File: src/rtl/uart_pkg.sv
`default_nettype none
// ---------------------------------------------------------------------------
// uart_pkg : shared UART constants, FSM state type and divisor helper
// Rev 1.0
// ---------------------------------------------------------------------------
package uart_pkg;

  localparam int PARITY_NONE = 0;
  localparam int PARITY_ODD  = 1;
  localparam int PARITY_EVEN = 2;

  localparam int DEF_DIV = 434;
  localparam int MIN_DIV = 2;

  typedef enum logic [2:0] {
    ST_IDLE,
    ST_START,
    ST_DATA,
    ST_PARITY,
    ST_STOP
  } state_e;

  // Zero selects the default rate; anything below the minimum is clamped.
  function automatic logic [15:0] eff_div_f(input logic [15:0] cfg, input logic [15:0] def_div);
    if (cfg == 16'd0) return def_div;
    if (cfg < 16'(MIN_DIV)) return 16'(MIN_DIV);
    return cfg;
  endfunction

endpackage
`default_nettype wire

File: src/rtl/uart_baud_gen.sv
`default_nettype none
// ---------------------------------------------------------------------------
// uart_baud_gen : per-bit clock counter, pulses bit_end on the last clock
// Rev 1.0
// ---------------------------------------------------------------------------
module uart_baud_gen (
  input  logic        clk,
  input  logic        rst,
  input  logic        restart_i,
  input  logic [15:0] eff_div_i,
  output logic        bit_end_o
);

  logic [15:0] cnt_q;
  logic [15:0] cnt_d;

  assign bit_end_o = (cnt_q == (eff_div_i - 16'd1));

  always_comb begin
    cnt_d = cnt_q + 16'd1;
    if (restart_i || bit_end_o) cnt_d = '0;
  end

  always_ff @(posedge clk) begin
    if (rst) cnt_q <= '0;
    else     cnt_q <= cnt_d;
  end

endmodule
`default_nettype wire

File: src/rtl/uart_tx_drain.sv
`default_nettype none
// ---------------------------------------------------------------------------
// uart_tx_drain : drains a show-ahead FIFO onto a UART line, frames back-to-back
// Rev 1.0
// ---------------------------------------------------------------------------
module uart_tx_drain
  import uart_pkg::*;
#(
  parameter int DATA_BITS = 8,
  parameter int DEF_DIV   = uart_pkg::DEF_DIV,
  parameter int PARITY    = PARITY_NONE,
  parameter int STOP_BITS = 1
) (
  input  logic                 clk,
  input  logic                 rst,
  input  logic [15:0]          cfg_div_i,
  input  logic                 tx_en_i,
  input  logic [DATA_BITS-1:0] fifo_dout_i,
  input  logic                 fifo_empty_i,
  output logic                 fifo_deq_o,
  output logic                 tx_o,
  output logic                 busy_o
);

  localparam int IDX_W = $clog2(DATA_BITS + 1);

  state_e               state_q;
  logic [DATA_BITS-1:0] shreg_q;
  logic                 par_q;
  logic [IDX_W-1:0]     idx_q;
  logic [15:0]          eff_div_q;
  logic                 tx_q;
  logic                 busy_q;

  logic bit_end;
  logic last_stop;
  logic load;

  assign last_stop  = (state_q == ST_STOP) && bit_end && (idx_q == IDX_W'(STOP_BITS - 1));
  assign load       = !rst && tx_en_i && !fifo_empty_i && ((state_q == ST_IDLE) || last_stop);
  assign fifo_deq_o = load;
  assign tx_o       = tx_q;
  assign busy_o     = busy_q;

  uart_baud_gen u_baud (
    .clk       (clk),
    .rst       (rst),
    .restart_i (load || (state_q == ST_IDLE)),
    .eff_div_i (eff_div_q),
    .bit_end_o (bit_end)
  );

  always_ff @(posedge clk) begin
    if (rst) begin
      state_q   <= ST_IDLE;
      shreg_q   <= '0;
      par_q     <= 1'b0;
      idx_q     <= '0;
      eff_div_q <= 16'(MIN_DIV);
      tx_q      <= 1'b1;
      busy_q    <= 1'b0;
    end else if (load) begin
      state_q   <= ST_START;
      shreg_q   <= fifo_dout_i;
      par_q     <= (PARITY == PARITY_ODD) ? ~^fifo_dout_i : ^fifo_dout_i;
      idx_q     <= '0;
      eff_div_q <= eff_div_f(cfg_div_i, 16'(DEF_DIV));
      tx_q      <= 1'b0;
      busy_q    <= 1'b1;
    end else if (bit_end && (state_q != ST_IDLE)) begin
      // tx_q is loaded with the value of the bit that starts next cycle.
      case (state_q)
        ST_START: begin
          state_q <= ST_DATA;
          tx_q    <= shreg_q[0];
          shreg_q <= shreg_q >> 1;
          idx_q   <= '0;
        end
        ST_DATA: begin
          if (idx_q == IDX_W'(DATA_BITS - 1)) begin
            idx_q <= '0;
            if (PARITY != PARITY_NONE) begin
              state_q <= ST_PARITY;
              tx_q    <= par_q;
            end else begin
              state_q <= ST_STOP;
              tx_q    <= 1'b1;
            end
          end else begin
            tx_q    <= shreg_q[0];
            shreg_q <= shreg_q >> 1;
            idx_q   <= idx_q + IDX_W'(1);
          end
        end
        ST_PARITY: begin
          state_q <= ST_STOP;
          tx_q    <= 1'b1;
          idx_q   <= '0;
        end
        ST_STOP: begin
          if (idx_q == IDX_W'(STOP_BITS - 1)) begin
            state_q <= ST_IDLE;
            tx_q    <= 1'b1;
            busy_q  <= 1'b0;
            idx_q   <= '0;
          end else begin
            idx_q <= idx_q + IDX_W'(1);
          end
        end
        default: begin
          state_q <= ST_IDLE;
          tx_q    <= 1'b1;
          busy_q  <= 1'b0;
        end
      endcase
    end
  end

endmodule
`default_nettype wire
File: config.mk
export PLATFORM = sky130hd
export DESIGN_NAME = uart_tx_drain
export DESIGN_NICKNAME = d
export VERILOG_FILES = /design/src/rtl/uart_pkg.sv /design/src/rtl/uart_baud_gen.sv /design/src/rtl/uart_tx_drain.sv
export SDC_FILE = /design/constraint.sdc
export NUM_CORES = 1
export LEC_CHECK = 0
export BUFFER_PORTS_ARGS = -buffer_cell sky130_fd_sc_hd__buf_4
export CORE_ASPECT_RATIO = 2
export CORE_MARGIN = 2
export CORE_UTILIZATION = 40
export CTS_CLUSTER_DIAMETER = 50
export DETAILED_ROUTE_END_ITERATION = 6
export PLACE_DENSITY = 0.7
export SETUP_SLACK_MARGIN = 0.15
export SYNTH_ARGS = -nofsm -noshare
export SYNTH_HDL_FRONTEND = slang
export SYNTH_HIERARCHICAL = 1
export SYNTH_SLANG_ARGS = --single-unit
export TNS_END_PERCENT = 1
File: constraint.sdc
create_clock -name clk -period 10.65 [get_ports clk]
set_input_delay 3.195 -clock clk [delete_from_list [all_inputs] [get_ports clk]]
set_output_delay 3.195 -clock clk [all_outputs]
set_load 0.03 [all_outputs]
==> reports/summary.txt, run 1 <==
crit path kind - in2out
fillers - 682
Hold Fails Final Rpt - 0
Max-slew headroom - 0.434
Pleak - 1.14 nW
Mapped Area - 0.00273 sq mm
Starting Density - 0.412
Flop pwr share - 0.479
XOR/XNOR share of the synthesized area - 0.122
max-cap violations - 0
max layer used - met4
Sw Share - 0.255
post-synthesis mux area share - 0.0330
Setup-failing EPs final - 0
pwr dens - 133 mW/mm^2
CP dominant cell by count - buf_4
hpwl dp - 4.77 mm
Syn Nets - 361
sequential area share after synthesis - 0.360
Crit path required time - 7460 ps
WL met2 - 3.57 mm
worst r2r path cells - 15
Pre-antenna DRT Iters - 4
Hold Path Class - reg2reg
predominant post-synthesis flop cell - dfxtp_1
vias in the first global route - 2,447
worst-case clock buffer depth - 2
Post-Place Cells - 433
yosys warns - 6
antenna violations before repair - 0
overall routing resource usage - 0.185
VDD IR max - 0.107 mV
Skew-Pair Late Insertion Delay - 290 ps
RR Endpoint - u_baud/cnt_q[7]
sw power - 106 uW
drt total wl - 6.28 mm
core area - 0.00662 sq mm
Post-synth EDFFs - 0
end point of the critical path - fifo_deq_o
cts repair resizes - 0
number of buffers created by CTS - 5
largest family of logic cells by synthesized area - simple AND/OR/NAND/NOR gates
Met3 Wirelength - 133 microns
buffers added on ports - 30
die area - 0.00753 sq mm
RR Startpoint - eff_div_q[0]
ordered cell list for the critical path - buf_4 -> inv_1 -> o2111ai_4 -> nor2_1 -> buf_4
startpoint types - input port
first-pass GRT wire length - 11.1 mm
Simple-Gate Fraction of Synth Area - 0.292
layout cell share with drive strength beyond 1 - 0.131
DRT met1 WL - 2.28 mm
vias after detailed routing - 2,406
Die Width - 62.4 microns
Yosys cell types - 53
type of destination of the critical path - output port
Mean Syn Cell Area - 8.29 sq um
period utilization - 0.698
Layout Nets - 384
DR iter-0 viols - 43
global placement routability congestion - 0.913
crit-path max FO - 35
Final Skew - 4.09 ps
die height - 121 microns
H-tree Lvls - 2
status - completed
Num Clock Sinks - 49
Max Fclk - 134 MHz
Comb pwr share - 0.141
Synth Area in Compound Gates - 0.136
Synth area leaders - dfxtp_1 36%, xnor2_1 7.4%, nor2_1 6.5%, nand2_1 5.0%, xor2_1 4.8%
CTS Hold Bufs - 0
CTS tree - built
CP max-delay cell - o2111ai_4
Setup crit start - fifo_empty_i
Place WS - 3220 ps
Setup TNS - 0 ps
Max stage delay on crit path - 420 ps
Yosys reg bits - 49
Synth top area share - 0.360
area grow syn2layout - 14.7%
Post-Synth Adder-Cell Area - 0.0184
Site Rows - 42
Worst EP arrival - 4240 ps
reg2reg setup slack - 6260 ps
per-cell routed wire length - 14.3 microns
DRT antenna net count - 0
post-synth top area cell - dfxtp_1
RSZ-0062 raised after global routing - false
antenna cells - 0
Clk pwr share - 0.380
largest net degree at the start of global routing - 36
gr ovfl total - 0
fin crit period - 7440 ps
number of max-slew violations in the final report - 0
Cells after Synth - 329
cell internal pwr - 310 uW
Final WS setup - 3210 ps
Cell Count, Final, Fillers Out - 440
FFs w/ async S/R, synth - 0
num ports - 31
Reg clk slew, reported paths - 60 ps
Slew @ Worst Pin - 848 ps
Root Driver - clkbuf_16
Residual DRC - 0
Post-CTS Setup Inserts - 0
final core occ - 0.472
via/cell ratio - 5.47
power by group through the flow:
| stage | sequential, mW | combinational (mW) | clock [mW] |
|---|---|---|---|
| after floorplan | 0.202 | 0.0418 | 0 |
| after global placement | 0.203 | 0.0579 | 0 |
| after CTS | 0.199 | 0.0590 | 0.160 |
| after global routing | 0.201 | 0.0657 | 0.167 |
| after detailed placement | 0.203 | 0.0586 | 0 |
| final | 0.199 | 0.0588 | 0.158 |
layout make-up:
| type | count | area (sq um) | area share |
|---|---|---|---|
| Tap cell | 88 | 110 | 0.0352 |
| Timing Repair Buffer | 30 | 225 | 0.0720 |
| Sequential cell | 49 | 981 | 0.314 |
| Inverter | 8 | 30.0 | 0.00960 |
| Clock buffer | 7 | 143 | 0.0456 |
| Multi-Input combinational cell | 258 | 1640 | 0.524 |
cells in the final DEF (no fill, tap or decap), types with 2 or more instances in the layout:
cell       netlist  routed
clkbuf_16        0       5
nor4_1           5       5
and3_1           2       2
or2_1            2       2
xor2_1          15      15
nand3b_1         4       4
mux2i_1          9       9
a211oi_1        12      12
a21oi_1         17      17
nand2b_1         8       8
o31ai_1          2       2
nand4_1          5       5
a31oi_1          5       5
or4_1            4       4
ha_1             4       4
xnor2_1         23      23
nor2b_1          3       3
nor3_1          11      11
and3b_1          2       2
nor2_1          47      47
dfxtp_1         49      49
buf_4            3      30
or2_2            3       3
inv_1            8       8
nand3_1          8       8
o21ai_0          6       6
nand2_1         36      36
nor4b_1          2       2
registers in the layout (all words and copies together), names as in the netlist:
register      count
tx_o              1
eff_div_q        16
idx_q             4
busy_o            1
shreg_q           8
state_q           3
u_baud/cnt_q     16
cells by family (layout without fill, tap and decap cells):
family / count (synthesis) / count (layout)
compound gates: 54 / 54
xor+xnor: 38 / 38
fa+ha+maj: 4 / 4
buf+inv: 22 / 45
flops: 49 / 49
mux: 9 / 9
simple gates: 153 / 153
metrics by stage:
step	instance area [sq um]	hold slack, ps	power, mW
after detailed placement	2990	471	0.262
after global placement	2990	458	0.261
after global routing	3130	511	0.433
after floorplan	2730	443	0.243
final	3130	473	0.417
after CTS	3130	480	0.418
synth_stat cells, drive strengths merged, types with 5 or more instances:
cell	n
nor4	5
or2	5
mux2i	9
a211oi	12
nand4	6
dfxtp	49
nor3	11
buf	8
xnor2	23
xor2	15
clkbuf	6
a31oi	5
nand2	36
or4	5
nand2b	8
nor2	48
nand3	8
a21oi	17
inv	8
o21ai	7
metal layers:
layer	track usage	vias to the layer above
li1	-	1205
met1	0.176	1141
met2	0.365	42
met3	0.0177	18
met4	0.126	0
met5	0	-
worst max-delay path, delay by kind of cell:
family | cells | cell delay [ps]
simple gates | 1 | 230
compound gates | 1 | 420
buf+inv | 3 | 390
worst min-delay path by stage:
| stage | slack [ps] | from | endpoint | cells after the start |
|---|---|---|---|---|
| global placement | 460 | shreg_q[7] | shreg_q[7] | 2 |
| global route | 510 | shreg_q[7] | shreg_q[7] | 2 |
| CTS | 480 | shreg_q[7] | shreg_q[7] | 2 |
| finish | 470 | shreg_q[7] | shreg_q[7] | 2 |
| detailed placement | 470 | shreg_q[7] | shreg_q[7] | 2 |
| floorplan | 440 | shreg_q[7] | shreg_q[7] | 2 |
Note: power is estimated with default switching activity, not from simulation.
==> run 2, diff against run 1 <==
- ABC_AREA: default -> 1
- clock period: 10.65 -> 7.32 ns (I/O delays scaled with it)
==> run 2 against run 1 <==
  * Largest cell class unchanged
  * Worst setup slack worse by 1800 ps
  * Final area is 9.3% higher
  * Worst hold slack worse by 4.3 ps
  * Sequential power is 42% higher
  * Combinational power is 45% higher
  * Clock power is 69% higher
  * Flip-flop and latch count stayed put
  * Via count is 16% higher
  * Routed wire length is 12% higher
  * Critical path depth is 2 higher
  * Final cell count is 32% higher
  * Clock skew is 5.4 ps higher
==> reports/summary.txt, run 2 <==
type of destination of the critical path - output port
hpwl dp - 5.60 mm (+17%)
Root Driver - clkbuf_16
Hold Fails Final Rpt - 0 (unchanged)
WHS - 469 ps (-4.27 ps)
Mean Syn Cell Area - 6.53 sq um (-21%)
via/cell ratio - 4.82 (-12%)
pwr dens - 185 mW/mm^2 (+39%)
Pre-antenna DRT Iters - 4 (unchanged)
Design Power - 634 uW (+52%)
Post-synth EDFFs - 0 (unchanged)
sequential area share after synthesis - 0.327 (-0.0324)
die area - 0.00824 sq mm (+9.4%)
placed cell area - 0.00325 sq mm (+8.9%)
core area - 0.00727 sq mm (+9.8%)
Setup-failing EPs final - 0 (unchanged)
worst-case clock buffer depth - 2 (unchanged)
Synth top area share - 0.327 (-0.0324)
status - completed
reg2reg setup slack - 4150 ps (-2110 ps)
Residual DRC - 0 (unchanged)
crit-path max FO - 29 (-17%)
yosys warns - 6 (unchanged)
Setup crit start - rst
top flop regs - eff_div_q (16), u_baud/cnt_q (16), shreg_q (8)
worst r2r path cells - 20 (+5)
Max stage delay on crit path - 410 ps (about the same)
number of max-slew violations in the final report - 0 (unchanged)
Starting Density - 0.412 (+0.000609)
CTS tree - built
Commonest cells post-synth - 123 x nand2_1, 66 x nor2_1, 64 x inv_1
cts repair resizes - 0 (unchanged)
crit path kind - in2out
end point of the critical path - fifo_deq_o
Syn Nets - 491 (+36%)
VDD IR max - 0.172 mV (+61%)
RR Endpoint - idx_q[0]
Place WS - 1390 ps (-1840 ps)
first-pass GRT wire length - 11.9 mm (+7.5%)
Num Clock Sinks - 49 (unchanged)
Skew-Pair Late Insertion Delay - 290 ps (about the same)
Reg clk slew, reported paths - 70 ps (about the same)
max-cap violations - 0 (unchanged)
Cell Count, Final, Fillers Out - 580 (+32%)
Hold Path Class - reg2reg
ordered cell list for the critical path - buf_4 -> inv_2 -> nand2_1 -> nor2_2 -> nand2_2 -> inv_2 -> buf_4
Post-CTS Setup Inserts - 0 (unchanged)
Post-Place Cells - 572 (+32%)
Max Fclk - 168 MHz
RSZ-0062 raised after global routing - false
Site Rows - 44 (+4.8%)
Yosys cell types - 28 (-47%)
post-synth top area cell - dfxtp_1
area grow syn2layout - 14.1%
predominant post-synthesis flop cell - dfxtp_1
buffers added on ports - 30 (unchanged)
H-tree Lvls - 2 (unchanged)
most common cell after layout, fill and taps aside - nand2_1
drt total wl - 7.01 mm (+12%)
Synth area leaders - dfxtp_1 33%, nand2_1 15%, nor2_1 8.3%, inv_1 8.0%, nand3_1 5.2%
die height - 126 microns (+4.7%)
antenna cells - 0 (unchanged)
layout cell share with drive strength beyond 1 - 0.154 (+0.0230)
Crit path buffers/inverters - 4 (+1)
period utilization - 0.813
most frequent cells in the layout - 123 x nand2_1, 66 x nor2_1, 64 x inv_1
CP max-delay cell - inv_2
Setup TNS - 0 ps (unchanged)
Final Skew - 9.51 ps (+5.41 ps)
DRT antenna net count - 0 (unchanged)
fin crit period - 5950 ps
RR Startpoint - eff_div_q[0]
vias after detailed routing - 2,795 (+16%)
CTS Hold Bufs - 0 (unchanged)
overall routing resource usage - 0.185 (-0.000506)
Die Width - 65.2 microns (+4.5%)
FFs w/ async S/R, synth - 0 (unchanged)
vias in the first global route - 2,759 (+13%)
Yosys reg bits - 49 (unchanged)
per-cell routed wire length - 12.1 microns (-15%)
antenna violations before repair - 0 (unchanged)
Layout Nets - 519 (+35%)
Worst EP arrival - 3750 ps (-490 ps)
CP Depth - 7 (+2)
cell area after layout - 0.00342 sq mm (+9.3%)
Slew @ Worst Pin - 578 ps (-271 ps)
Final WS setup - 1370 ps (-1840 ps)
Cells after Synth - 459 (+40%)
Crit path required time - 5120 ps (-2340 ps)
largest net degree at the start of global routing - 30 (-17%)
crit-path leading delay family - buffers and inverters
global placement routability congestion - 0.896 (-1.9%)
final core occ - 0.471 (-0.00185)
Mapped Area - 0.00300 sq mm (+9.9%)
count leader, synth - nand2_1
gr ovfl total - 0 (unchanged)
number of buffers created by CTS - 5 (unchanged)
Max-slew headroom - 0.614 (+0.179)
startpoint types - input port
num ports - 31 (unchanged)
DR iter-0 viols - 57 (+33%)
Pleak - 1.61 nW (+42%)
==> run 2: changes by cell type in the layout (fill, tap and decap cells not counted), sizes merged, moves of 8 or more <==
| cell | before | now |
|---|---|---|
| a211oi | 12 | 0 |
| nand2 | 36 | 134 |
| inv | 8 | 70 |
| o21ai | 7 | 26 |
| nand3 | 8 | 40 |
| nand2b | 8 | 0 |
| mux2i | 9 | 0 |
| nor3 | 11 | 3 |
| xnor2 | 23 | 8 |
| nor2 | 48 | 75 |
==> run 2: report_power, final <==
group	internal [mW]	total [mW]	switching, mW
clock	0.162	0.267	0.105
sequential	0.274	0.282	0.00805
combinational	0.0330	0.0850	0.0519
==> run 2: cell families (layout without fill, tap and decap cells) <==
| logic type | Yosys count | after routing | share of synthesized area |
|---|---|---|---|
| AOI/OAI and AO/OA | 39 | 39 | 0.0714 |
| and+or+nand+nor | 263 | 263 | 0.397 |
| xor gates and xnor gates | 24 | 24 | 0.0701 |
| DFF | 49 | 49 | 0.327 |
| adders and majority gates | 4 | 4 | 0.0167 |
| buffers and inverters | 80 | 109 | 0.117 |
==> run 2: routing by layer <==
metal	share of wire	routed length, microns	global-route usage
met1	0.34	2390	0.165
met2	0.59	4140	0.373
met5	0	0	0
met3	0.026	183	0.0239
met4	0.041	286	0.102
==> run 2: how the worst min path moves through the flow <==
| stage | start | end | slack [ps] | depth (start not counted) |
|---|---|---|---|---|
| global route | eff_div_q[0] | eff_div_q[0] | 500 | 2 |
| floorplan | shreg_q[7] | shreg_q[7] | 430 | 2 |
| CTS | eff_div_q[0] | eff_div_q[0] | 470 | 2 |
| detailed placement | eff_div_q[0] | eff_div_q[0] | 460 | 2 |
| finish | eff_div_q[0] | eff_div_q[0] | 470 | 2 |
| global placement | shreg_q[7] | shreg_q[7] | 450 | 2 |
==> run 2: layout make-up <==
cell class              instances  area [sq um]
inverters                      71           267
flip-flops and latches         49           981
fillers                       769          3850
multi-input cells             330          1660
well taps                      92           115
repair buffers                 30           225
clock inverters                 2          38.8
clock buffers                   6           129
==> run 2: worst min-delay path, stage by stage (launching register included) <==
cell and delay, ps:
dfxtp_1 330, nand2_1 60, nand2_1 40
==> run 3, diff against run 2 <==
- ABC_AREA: 1 -> 0
- clock period: 7.32 -> 5.99 ns (I/O delays scaled with it)
==> run 3 against run 2 <==
  * Critical path depth increased by 6
  * Sequential share of layout area increased by 2.4 points
  * Sequential power increased by 26%
  * Clock skew decreased by 3.3 ps
  * Via count decreased by 14%
  * Worst setup slack got worse by 870 ps
  * Core utilization increased by 0.58 points
  * Power increased by 20%
  * Register-to-register slack got worse by 2400 ps
  * Die area decreased by 8.6%
  * Worst hold slack got worse by 3.0 ps
  * Routed wire length decreased by 7.7%
  * Critical endpoint unchanged
  * Largest power group unchanged
==> reports/summary.txt, run 3 (synthesized netlist as in run 1, its figures left out) <==
vias after detailed routing - 2,397 (-14%)
overall routing resource usage - 0.184 (-0.000581)
Crit path buffers/inverters - 2 (-2)
crit-path max FO - 9 (-69%)
drt total wl - 6.47 mm (-7.7%)
cell area after layout - 0.00315 sq mm (-7.8%)
worst-case clock buffer depth - 2 (unchanged)
Setup TNS - 0 ps (unchanged)
Slew @ Worst Pin - 705 ps (+128 ps)
number of buffers created by CTS - 5 (unchanged)
Hold Path Class - reg2reg
period utilization - 0.917
fin crit period - 5490 ps
Pre-antenna DRT Iters - 4 (unchanged)
cts repair resizes - 0 (unchanged)
number of max-slew violations in the final report - 0 (unchanged)
RR Startpoint - eff_div_q[0]
most frequent cells in the layout - 49 x dfxtp_1, 47 x nor2_1, 36 x nand2_1
antenna cells - 0 (unchanged)
worst r2r path cells - 16 (-20%)
most common cell after layout, fill and taps aside - dfxtp_1
crit-path leading delay family - simple AND/OR/NAND/NOR gates
WHS - 466 ps (-2.97 ps)
vias in the first global route - 2,405 (-13%)
RSZ-0062 raised after global routing - false
Max stage delay on crit path - 570 ps (+160 ps)
Max Fclk - 182 MHz
fillers - 677 (-12%)
CTS Hold Bufs - 0 (unchanged)
hpwl dp - 4.97 mm (-11%)
RR Endpoint - u_baud/cnt_q[9]
Setup-failing EPs final - 0 (unchanged)
via/cell ratio - 5.42 (+13%)
buffers added on ports - 30 (unchanged)
pwr dens - 242 mW/mm^2 (+30%)
crit path kind - reg2out
CTS tree - built
Worst EP arrival - 3690 ps (-60 ps)
startpoint types - flop
Max-slew headroom - 0.530 (-0.0839)
Num Clock Sinks - 49 (unchanged)
area grow syn2layout - 15.7%
Starting Density - 0.412 (-0.000609)
Die Width - 62.4 microns (-4.3%)
DR iter-0 viols - 40 (-30%)
DRT antenna net count - 0 (unchanged)
largest net degree at the start of global routing - 35 (+17%)
Post-CTS Setup Inserts - 0 (unchanged)
layout cell share with drive strength beyond 1 - 0.138 (-0.0153)
per-cell routed wire length - 14.6 microns (+21%)
Residual DRC - 0 (unchanged)
num ports - 31 (unchanged)
Site Rows - 42 (-4.5%)
max-cap violations - 0 (unchanged)
Pleak - 1.15 nW (-29%)
type of destination of the critical path - output port
die height - 121 microns (-4.5%)
CP max-delay cell - or4b_1
final core occ - 0.476 (+0.00582)
VDD IR max - 0.158 mV (-8.3%)
ordered cell list for the critical path - inv_1 -> ha_1 -> or4b_1 -> or4_1 -> o21ai_1 -> nand4_1 -> nor2_1 -> nand4_1 -> a21oi_1 -> and4bb_1 -> o2111ai_4 -> nor2_1 -> buf_4
Root Driver - clkbuf_16
core area - 0.00662 sq mm (-8.9%)
H-tree Lvls - 2 (unchanged)
Crit path required time - 4190 ps (-930 ps)
Hold Fails Final Rpt - 0 (unchanged)
global placement routability congestion - 0.863 (-3.6%)
Final Skew - 6.23 ps (-3.27 ps)
Skew-Pair Late Insertion Delay - 290 ps (about the same)
Reg clk slew, reported paths - 70 ps (about the same)
top flop regs - eff_div_q (16), u_baud/cnt_q (16), shreg_q (8)
die area - 0.00753 sq mm (-8.6%)
gr ovfl total - 0 (unchanged)
placed cell area - 0.00299 sq mm (-8.0%)
Layout Nets - 385 (-26%)
CP Depth - 13 (+6)
antenna violations before repair - 0 (unchanged)
first-pass GRT wire length - 11.0 mm (-7.5%)
Design Power - 763 uW (+20%)
status - completed
Setup crit start - eff_div_q[0]
end point of the critical path - fifo_deq_o
reg2reg setup slack - 1800 ps (-2350 ps)
## run 3: worst register-to-register path, delay by kind of cell, from the launching register on
kind                     cells  cell delay (ps)
buffers and inverters        2              340
adder cells (fa/ha/maj)      1              240
AO/OA/AOI/OAI                5             1200
AND/OR/NAND/NOR              8             1930
flip-flops                   1              350
## run 3: metal layers
metal  global-route usage  part of all wire  vias up
met5                    0                 0        -
met4                0.108             0.043        0
met3               0.0205             0.020       21
met2                0.365              0.57       49
met1                0.178              0.36     1122
li1                     -                 -     1205
## run 3: report_power, final
group          switching, mW  internal [mW]
Sequential            0.0149          0.339
Clock                  0.123          0.179
Combinational         0.0581         0.0487
## run 3: layout make-up
| class | instances | area (sq um) | share of cell area |
|---|---|---|---|
| timing repair buffer | 31 | 233 | 0.0738 |
| inverter | 8 | 30.0 | 0.00952 |
| multi-input combinational | 258 | 1640 | 0.520 |
| clock buffer | 7 | 153 | 0.0484 |
| tap | 88 | 110 | 0.0349 |
| clock inverter | 1 | 8.76 | 0.00278 |
| sequential | 49 | 981 | 0.311 |
## run 3: how the worst min path moves through the flow
stage                       start            end  cells after the start
CTS                    shreg_q[7]     shreg_q[7]                      2
finish                 shreg_q[7]     shreg_q[7]                      2
global route        eff_div_q[11]  eff_div_q[11]                      2
detailed placement     shreg_q[7]     shreg_q[7]                      2
global placement       shreg_q[7]     shreg_q[7]                      2
floorplan              shreg_q[7]     shreg_q[7]                      2
## run 3: through the flow
stage,cells,setup slack [ps]
after detailed placement,434,854
after floorplan,329,904
final,442,498
after global placement,434,995
after global routing,442,259
after CTS,442,545
